## src/rtl/eject_sink_if.sv

```systemverilog
// Eject-side bus for eject_sink: the router write handshake and the host read port.
// The master is the router/host side that drives requests; the slave is the sink.
interface eject_sink_if;
  logic        write_req_j;
  logic [63:0] eject;
  logic        w_j_ack;
  logic        rd_en;
  logic        rd_valid;
  logic [63:0] rd_data;

  modport master (
    output write_req_j, eject, rd_en,
    input  w_j_ack, rd_valid, rd_data
  );

  modport slave (
    input  write_req_j, eject, rd_en,
    output w_j_ack, rd_valid, rd_data
  );
endinterface

```

## src/rtl/eject_sink.sv

```systemverilog
// Router eject-port consumer: acks single-flit packets, checks the destination,
// measures network latency and queues good flits in a show-ahead FIFO for the host.
module eject_sink #(
  parameter int DEPTH = 4,
  parameter int TS_W  = 20
) (
  input  logic            clk,
  input  logic            reset,
  input  logic [2:0]      X_cur,
  input  logic [2:0]      Y_cur,
  input  logic            end_sim,
  eject_sink_if.slave     bus,
  output logic [31:0]     pkt_count,
  output logic [15:0]     err_count,
  output logic [31:0]     lat_sum,
  output logic [TS_W-1:0] lat_max
);
  localparam int PTR_W = (DEPTH > 1) ? $clog2(DEPTH) : 1;
  localparam int CNT_W = $clog2(DEPTH + 1);

  typedef enum logic [1:0] {
    IDLE = 2'd0,
    ACK  = 2'd1,
    GAP  = 2'd2
  } state_t;

  state_t          state_q, state_d;
  logic [63:0]     flit_q, flit_d;
  logic [TS_W-1:0] lat_q, lat_d;
  logic [TS_W-1:0] cyc_q;
  logic            ack_q, ack_d;
  logic [PTR_W-1:0] wr_ptr_q, wr_ptr_d, rd_ptr_q, rd_ptr_d;
  logic [CNT_W-1:0] count_q, count_d;
  logic [31:0]     pkt_q, pkt_d;
  logic [15:0]     err_q, err_d;
  logic [31:0]     lat_sum_q, lat_sum_d;
  logic [TS_W-1:0] lat_max_q, lat_max_d;
  logic [63:0]     mem [DEPTH];

  logic            full_s, not_empty_s, dest_ok_s;
  logic            push_s, pop_s, misroute_s;
  logic [32:0]     sum_s;

  assign full_s      = (count_q == CNT_W'(DEPTH));
  assign not_empty_s = (count_q != CNT_W'(0));
  assign dest_ok_s   = (flit_q[63:61] == X_cur) && (flit_q[60:58] == Y_cur);
  assign pop_s       = bus.rd_en && not_empty_s;
  assign sum_s       = {1'b0, lat_sum_q} + {{(33-TS_W){1'b0}}, lat_q};

  // Handshake FSM: capture in IDLE, one-cycle ack and push/drop in ACK, settle in GAP.
  always_comb begin
    state_d    = state_q;
    flit_d     = flit_q;
    lat_d      = lat_q;
    ack_d      = 1'b0;
    push_s     = 1'b0;
    misroute_s = 1'b0;
    case (state_q)
      IDLE: begin
        if (bus.write_req_j && !full_s) begin
          flit_d  = bus.eject;
          lat_d   = cyc_q - bus.eject[51 -: TS_W];
          ack_d   = 1'b1;
          state_d = ACK;
        end else begin
          state_d = IDLE;
        end
      end
      ACK: begin
        if (dest_ok_s) begin
          push_s = 1'b1;
        end else begin
          misroute_s = 1'b1;
        end
        state_d = GAP;
      end
      GAP:     state_d = IDLE;
      default: state_d = IDLE;
    endcase
  end

  // Statistics: frozen while end_sim is high; sums and error count saturate.
  always_comb begin
    pkt_d     = pkt_q;
    err_d     = err_q;
    lat_sum_d = lat_sum_q;
    lat_max_d = lat_max_q;
    if (push_s && !end_sim) begin
      pkt_d     = pkt_q + 32'd1;
      lat_sum_d = sum_s[32] ? 32'hFFFF_FFFF : sum_s[31:0];
      lat_max_d = (lat_q > lat_max_q) ? lat_q : lat_max_q;
    end else begin
      pkt_d = pkt_q;
    end
    if (misroute_s && !end_sim && (err_q != 16'hFFFF)) begin
      err_d = err_q + 16'd1;
    end else begin
      err_d = err_q;
    end
  end

  // FIFO pointer and occupancy next-state; simultaneous push and pop leave count unchanged.
  always_comb begin
    wr_ptr_d = wr_ptr_q;
    rd_ptr_d = rd_ptr_q;
    if (push_s) begin
      wr_ptr_d = wr_ptr_q + PTR_W'(1);
    end else begin
      wr_ptr_d = wr_ptr_q;
    end
    if (pop_s) begin
      rd_ptr_d = rd_ptr_q + PTR_W'(1);
    end else begin
      rd_ptr_d = rd_ptr_q;
    end
    count_d = count_q + CNT_W'(push_s) - CNT_W'(pop_s);
  end

  // State, counters and FIFO control registers.
  always_ff @(posedge clk or negedge reset) begin
    if (!reset) begin
      state_q   <= IDLE;
      flit_q    <= 64'd0;
      lat_q     <= '0;
      cyc_q     <= '0;
      ack_q     <= 1'b0;
      wr_ptr_q  <= '0;
      rd_ptr_q  <= '0;
      count_q   <= '0;
      pkt_q     <= 32'd0;
      err_q     <= 16'd0;
      lat_sum_q <= 32'd0;
      lat_max_q <= '0;
    end else begin
      state_q   <= state_d;
      flit_q    <= flit_d;
      lat_q     <= lat_d;
      cyc_q     <= cyc_q + TS_W'(1);
      ack_q     <= ack_d;
      wr_ptr_q  <= wr_ptr_d;
      rd_ptr_q  <= rd_ptr_d;
      count_q   <= count_d;
      pkt_q     <= pkt_d;
      err_q     <= err_d;
      lat_sum_q <= lat_sum_d;
      lat_max_q <= lat_max_d;
    end
  end

  // FIFO storage; contents need no reset because emptiness is tracked by count_q.
  always_ff @(posedge clk) begin
    if (push_s) begin
      mem[wr_ptr_q] <= flit_q;
    end
  end

  assign bus.w_j_ack  = ack_q;
  assign bus.rd_valid = not_empty_s;
  assign bus.rd_data  = not_empty_s ? mem[rd_ptr_q] : 64'd0;
  assign pkt_count    = pkt_q;
  assign err_count    = err_q;
  assign lat_sum      = lat_sum_q;
  assign lat_max      = lat_max_q;
endmodule

```

## src/flat_wrapper.sv

```systemverilog
// flat-port wrapper written by rule: the top's interface ports become plain ports
module eject_sink_flat 
#(
  parameter int DEPTH = 4,
  parameter int TS_W  = 20
)
  (clk, reset, X_cur, Y_cur, end_sim, pkt_count, err_count, lat_sum, lat_max, bus_write_req_j, bus_eject, bus_rd_en, bus_w_j_ack, bus_rd_valid, bus_rd_data);
  eject_sink_if bus_i ();
  input  logic clk;
  input  logic reset;
  input  logic [2:0] X_cur;
  input  logic [2:0] Y_cur;
  input  logic end_sim;
  output logic [31:0] pkt_count;
  output logic [15:0] err_count;
  output logic [31:0] lat_sum;
  output logic [TS_W-1:0] lat_max;
  input wire logic [$bits(bus_i.write_req_j)-1:0] bus_write_req_j;
  input wire logic [$bits(bus_i.eject)-1:0] bus_eject;
  input wire logic [$bits(bus_i.rd_en)-1:0] bus_rd_en;
  output wire logic [$bits(bus_i.w_j_ack)-1:0] bus_w_j_ack;
  output wire logic [$bits(bus_i.rd_valid)-1:0] bus_rd_valid;
  output wire logic [$bits(bus_i.rd_data)-1:0] bus_rd_data;
  assign bus_i.write_req_j = bus_write_req_j;
  assign bus_i.eject = bus_eject;
  assign bus_i.rd_en = bus_rd_en;
  assign bus_w_j_ack = bus_i.w_j_ack;
  assign bus_rd_valid = bus_i.rd_valid;
  assign bus_rd_data = bus_i.rd_data;
  eject_sink #(.DEPTH(DEPTH), .TS_W(TS_W)) u_core (.clk(clk), .reset(reset), .X_cur(X_cur), .Y_cur(Y_cur), .end_sim(end_sim), .bus(bus_i), .pkt_count(pkt_count), .err_count(err_count), .lat_sum(lat_sum), .lat_max(lat_max));
endmodule
```

## config.mk

```make
export PLATFORM = sky130hd
export DESIGN_NAME = eject_sink_flat
export DESIGN_NICKNAME = d
export VERILOG_FILES = /design/src/rtl/eject_sink_if.sv /design/src/rtl/eject_sink.sv /design/src/flat_wrapper.sv
export SDC_FILE = /design/constraint.sdc
export NUM_CORES = 1
export LEC_CHECK = 0
export ABC_AREA = 1
export CAP_MARGIN = 10
export CORE_MARGIN = 8
export CORE_UTILIZATION = 50
export CTS_CLUSTER_DIAMETER = 50
export DETAILED_ROUTE_END_ITERATION = 10
export MAX_ROUTING_LAYER = met4
export PLACE_DENSITY = 0.72
export SLEW_MARGIN = 20
export SYNTH_ARGS = -nofsm -noshare
export SYNTH_HDL_FRONTEND = slang
export SYNTH_SLANG_ARGS = --single-unit
export TNS_END_PERCENT = 10
```

## constraint.sdc

```tcl
create_clock -name clk -period 5.59 [get_ports clk]
set_input_delay 1.118 -clock clk [delete_from_list [all_inputs] [get_ports clk]]
set_output_delay 1.118 -clock clk [all_outputs]
set_load 0.02 [all_outputs]
```

==> Yosys cells after proc, flatten, opt, wreduce, memory -nomap -nowiden <==
Memories as Yosys holds them, arrays and structs flattened.
Cells that the tools add are included.
{ "word_totals": {"register_bits": 214, "mem_bits_rw": 256, "inputBits": 75, "output_inout_bits": 166, "wordCells": 52, "memories": 1} }
{ "memory_table": {"columns": ["name", "words", "word_bits", "read_ports", "rd_clocked_by_memory_dff", "write_ports", "line", "rtl"], "rows": [
  ["u_core.mem", 4, 64, 1, 0, 1, "eject_sink.sv:38", "logic [63:0] mem [DEPTH];"]
]} }
{ "op_classes": {"n_addsub": 9, "n_lt_le_gt_ge": 1, "eq_ne": 5, "n_mux": 12, "n_reduce_logical": 12} }
{ "op_table": {"columns": ["op", "count"], "rows": [
  ["64-bit two-way mux", 1],
  ["32-bit by 20-bit adder with 33-bit output", 1],
  ["32-bit by 1-bit adder with 32-bit output, second input constant", 1],
  ["32-bit two-way mux", 1],
  ["20-bit by 1-bit adder with 20-bit output, second input constant", 1],
  ["20-bit greater-than comparator", 1],
  ["20-bit subtractor", 1],
  ["16-bit by 1-bit adder with 16-bit output, second input constant", 1],
  ["16-bit != test, second input constant", 1],
  ["1-bit two-way mux", 9],
  ["3-bit == test", 2],
  ["1-bit logical AND", 6],
  ["2-bit by 1-bit adder with 2-bit output, second input constant", 2],
  ["2-bit one-hot mux with 2 select lines", 1],
  ["2-bit AND reduction", 2],
  ["3-bit by 1-bit adder with 3-bit output", 1],
  ["3-bit == test, second input constant", 1],
  ["3-bit nonzero test", 1],
  ["3-bit by 1-bit subtractor with 3-bit output", 1],
  ["2-bit by 1-bit == test with 1-bit output, second input constant", 1],
  ["1-bit logical NOT", 2],
  ["2-bit logical NOT", 1]
]} }

==> Logic depth before layout (Yosys ltp) <==
{ "logic_depth": {"ltp_word": 6, "ltp_mapped": 14, "mapped_depth_nobuf": 14} }

==> Worst setup path before layout <==
No wires, ideal clock.
{ "synth_path": {"path_type": "input-to-reg", "from": "in Y_cur[0]", "to": "mem u_core.mem[0][0], enable pin", "setup_time_ns": 0.486, "t_arrival_ns": 4.634, "required_ns": 5.104, "path_slack_ns": 0.470, "path_stages": 6, "path_buffers": 0, "cell_sequence": "xor2_1 nor2_1 nand2_1 nor2_1 inv_1 nor2_1"} }
{ "synth_between": {"elab_chain_len": 6} }
{ "synth_lines": {"columns": ["item", "line", "rtl"], "rows": [
  ["start: declaration", "flat_wrapper.sv:12", "input logic [2:0] Y_cur;"],
  ["3-bit == test", "eject_sink.sv:46", "assign dest_ok_s = (flit_q[63:61] == X_cur) && (flit_q[60:58] == Y_cur);"],
  ["1-bit logical AND", "eject_sink.sv:46", null],
  ["1-bit two-way mux", "eject_sink.sv:70", "if (dest_ok_s) begin"],
  ["1-bit two-way mux", "eject_sink.sv:58", "case (state_q)"],
  ["1-bit two-way mux", "eject_sink.sv:152", "if (push_s) begin"],
  ["1-bit two-way mux (not written as such)", "eject_sink.sv:153", "mem[wr_ptr_q] <= flit_q;"],
  ["end: declaration", "eject_sink.sv:38", null]
]} }
No other way between the ends.

==> Final worst setup path <==
{ "layout_path": {"from": "reg u_core.rd_ptr_q[0]", "to": "out bus_rd_data[24]"} }
{ "layout_between": {"elab_chain_len": 2} }
{ "layout_lines": {"columns": ["item", "line", "rtl"], "rows": [
  ["start: declaration", "eject_sink.sv:32", "logic [PTR_W-1:0] wr_ptr_q, wr_ptr_d, rd_ptr_q, rd_ptr_d;"],
  ["start signal: assignment", "eject_sink.sv:141", "rd_ptr_q <= rd_ptr_d;"],
  ["memory 4 x 64 bit", null, null],
  ["64-bit two-way mux", "eject_sink.sv:159", "assign bus.rd_data = not_empty_s ? mem[rd_ptr_q] : 64'd0;"],
  ["end: declaration", "flat_wrapper.sv:23", "output wire logic [$bits(bus_i.rd_data)-1:0] bus_rd_data;"]
]} }
No other way between the ends.

==> summary.txt <==
Floorplanning
  • Rows: approximately 80
  • Core area: between 0.04 and 0.05 mm²
  • Die Ht: about 230 µm
  • Initial Utilization: 0.504
  • Die Span X: ~230 µm
  • Die area: around 0.053 mm²
  • IO Count: ~240

Pwr
  • Clock share of power: 0.270
  • Comb pwr share: 0.357
  • Net Switching: about 0.0051 W
  • VDD IR max: approximately 0.31 mV
  • Reg power frac: 0.373
  • Final Total Pwr: approximately 0.014 W
  • Internal cell power: about 0.0084 W
  • Power Density: approximately 500 mW/mm²
  • Switching share of power: 0.381
  • Leakage power: 11.9 nW

Synthesis
  • Post-synth EDFFs: 256
  • XOR/XNOR Fraction of Synth Area: 0.0342
  • Yosys warnings: 0
  • Post-synth top cells: 642 x nand2_1, 402 x nor2_1, 256 x edfxtp_1, 222 x inv_1, 214 x dfrtp_1
  • Asr flop ratio synth: 0.455
  • Largest family of logic cells by synthesized area: simple AND/OR/NAND/NOR gates
  • Gate Count Post-Synth: approximately 2500
  • Post-Syn Area per Cell: between 9 and 10 µm²
  • Count of state elements after synthesis: 470
  • Post-synthesis adder-cell area fraction: 0.0400
  • Synth Area in Compound Gates: 0.0730
  • Synth top area cells: edfxtp_1 34%, dfrtp_1 24%, nand2_1 11%
  • Count leader, synth: nand2_1
  • Multiplexer area fraction after synthesis: 0
  • Post-Syn Nets: ~2700
  • Cell taking the most area after synthesis: edfxtp_1
  • Synth unique cells: 41
  • Seq/Total Area, Yosys: 0.573
  • Post-synth top area share: 0.337
  • Simple-Gate Fraction of Synth Area: 0.225
  • Main synth FF type: edfxtp_1
  • Area of the mapped netlist: around 0.023 mm²

CTS
  • Setup Buffers After CTS: 0
  • Resized cells post-CTS: 0
  • CTS Buf Count: 53
  • Worst-Skew Late Latency: 610 ps
  • Deepest clock path buffer count: 3
  • # hold bufs at CTS: 0
  • CTS tree: yes
  • Clock sink count: 470
  • Clock-pin slew on the worst setup and hold paths: about 60 ps
  • H-tree depth: 2
  • Root Buffer: clkbuf_16

Worst setup path
  • Startpoint Class: register
  • Critical path class: register to output port
  • WP data arrival: 3650 ps
  • Flop-to-flop setup slack: 2330 ps
  • Req. time, crit path: 4470 ps
  • Max FO, Critical Path: 70
  • CP endpoint kind: output port

Finish
  • Share of layout cells above drive strength 1: 0.0555
  • P&R area growth vs syn: 21.4%
  • Final std cell area, no fill: 0.0277 mm²
  • Final Core Density: 0.612
  • Fillcell total: around 3800
  • Final std cells w/o fill: roughly 3400
  • # nets final: 2895

Drt
  • Metal-1 WL: around 27000 µm
  • Drt pass-1 iters: 5
  • Drt total wl: between 60000 and 70000 µm
  • DR WL/cell: 18.2 µm
  • Post-DRT Antenna Nets: 0
  • Via total after detailed routing: around 18000
  • Met3 WL: between 3000 and 4000 µm
  • Avg Vias per Cell: around 5.3
  • Initial DRC Count: ~1600
  • Max Used Layer: met4
  • Drt drc: 0
  • Met2 Routed Length: between 20000 and 30000 µm

Placement
  • Port Buffer Count: 240
  • Hpwl dp: 42500 µm
  • Routability cong.: just under 1
  • Cell area after placement: approximately 0.026 mm²
  • Dpl cells: between 3000 and 4000

STA
  • Fin. max-slew vios: 0
  • Worst slew pin tran: around 1100 ps
  • Fmax: between 200 and 250 MHz
  • Final Cycle Share: 0.854
  • Setup TNS: 0 ps
  • Max-slew headroom: 0.278
  • Hold Violations, Final: 0
  • Unrepaired setup endpoints after global routing: no
  • Post-layout minimum cycle time: ~4800 ps
  • Clock skew: between 15 and 20 ps
  • # setup viols final: 0

Status
  • Run status: finished, final reports clean

Global route
  • Global-route wire length before repair: around 97000 µm
  • GRT Total Usage: 0.234
  • Pin count of the biggest net entering global routing: 78
  • Number of global-route vias before repair: 17400
  • Initial antenna violation count: 1
  • Gr ovfl total: 0

Job
  • Max Cap Viol: 0

Worst hold path
  • Min-delay worst type: input port to asynchronous set/reset pin
[per-layer routing]
layer | global-route usage | up-vias
met5 | - | -
met4 | 0.0723 | 0
met3 | 0.0465 | 107
met2 | 0.371 | 579
met1 | 0.304 | 8547
li1 | - | 8693
[worst max-delay path, stage by stage, from the launching register on]
cell and delay, ps:
dfrtp_4 820, clkinv_2 750, buf_12 440, o21ai_0 220
a21oi_1 120, clkdlybuf4s50_1 600
[cells by family (layout without fill, tap and decap cells)]
group	Yosys count	in the layout
other cells	0	1
flops	470	470
xor+xnor	89	89
fa+ha+maj	71	71
buf+inv	314	586
compound gates	319	319
simple gates	1259	1259
[power groups by stage]
stage | registers (W) | logic [W] | clock network, W
2_1_floorplan | 0.00492 | 0.00292 | 0
6_report | 0.00503 | 0.00482 | 0.00365
3_5_place_dp | 0.00508 | 0.00483 | 0
3_3_place_gp | 0.00504 | 0.00475 | 0
5_1_grt | 0.00510 | 0.00531 | 0.00385
4_1_cts | 0.00502 | 0.00486 | 0.00371
[worst paths after layout]
path | startpoint | to | depth (start not counted)
max reg2reg | u_core.lat_q[19] | u_core.lat_max[1] | 10
min in group clk | u_core.cyc_q[0] | u_core.cyc_q[0] | 1
max | u_core.rd_ptr_q[0] | bus_rd_data[24] | 5
max in group asynchronous | reset | u_core.err_count[2] | 2
min | reset | u_core.lat_sum[30] | 1
min reg2reg | u_core.cyc_q[0] | u_core.cyc_q[0] | 1
[cells in the final DEF, fill, tap and decap left out, types with 10 or more instances in the layout]
cell type,instances
nand3_1,125
clkdlybuf4s50_1,239
dfrtp_1,212
inv_1,220
buf_4,16
xor2_1,62
o21ai_0,190
a21oi_1,106
nand3b_1,10
clkbuf_16,53
ha_1,68
nor3_1,30
clkbuf_1,10
nand4_1,13
edfxtp_1,256
nand2_1,641
nor2_1,398
xnor2_1,27
[metrics by stage]
stage | setup WS (ps) | hold WS, ps
after floorplan | 470 | 439
after global placement | 1550 | 469
after detailed placement | 1490 | 474
after CTS | 808 | 491
after global routing | 564 | 515
final | 819 | 486
[sequential cells by signal (all words and copies together) (netlist names)]
signal,count
u_core.mem,256
u_core.rd_ptr_q,2
u_core.state_q,2
u_core.lat_sum,32
u_core.flit_q,64
u_core.pkt_count,32
u_core.lat_max,20
u_core.lat_q,20
u_core.count_q,3
u_core.err_count,16
u_core.bus.w_j_ack,1
u_core.cyc_q,20
u_core.wr_ptr_q,2
[final cells by class]
type,count,area (µm²),share of cell area
sequential,470,13000,0.472
multi-input combinational,1738,8520,0.308
timing repair buffer,260,2610,0.0943
clock buffer,64,1380,0.0498
inverter,226,850,0.0307
tap,600,751,0.0271
clock inverter,36,499,0.0181
antenna,1,2.50,0.0000905
(Power assumes the default switching activity.)
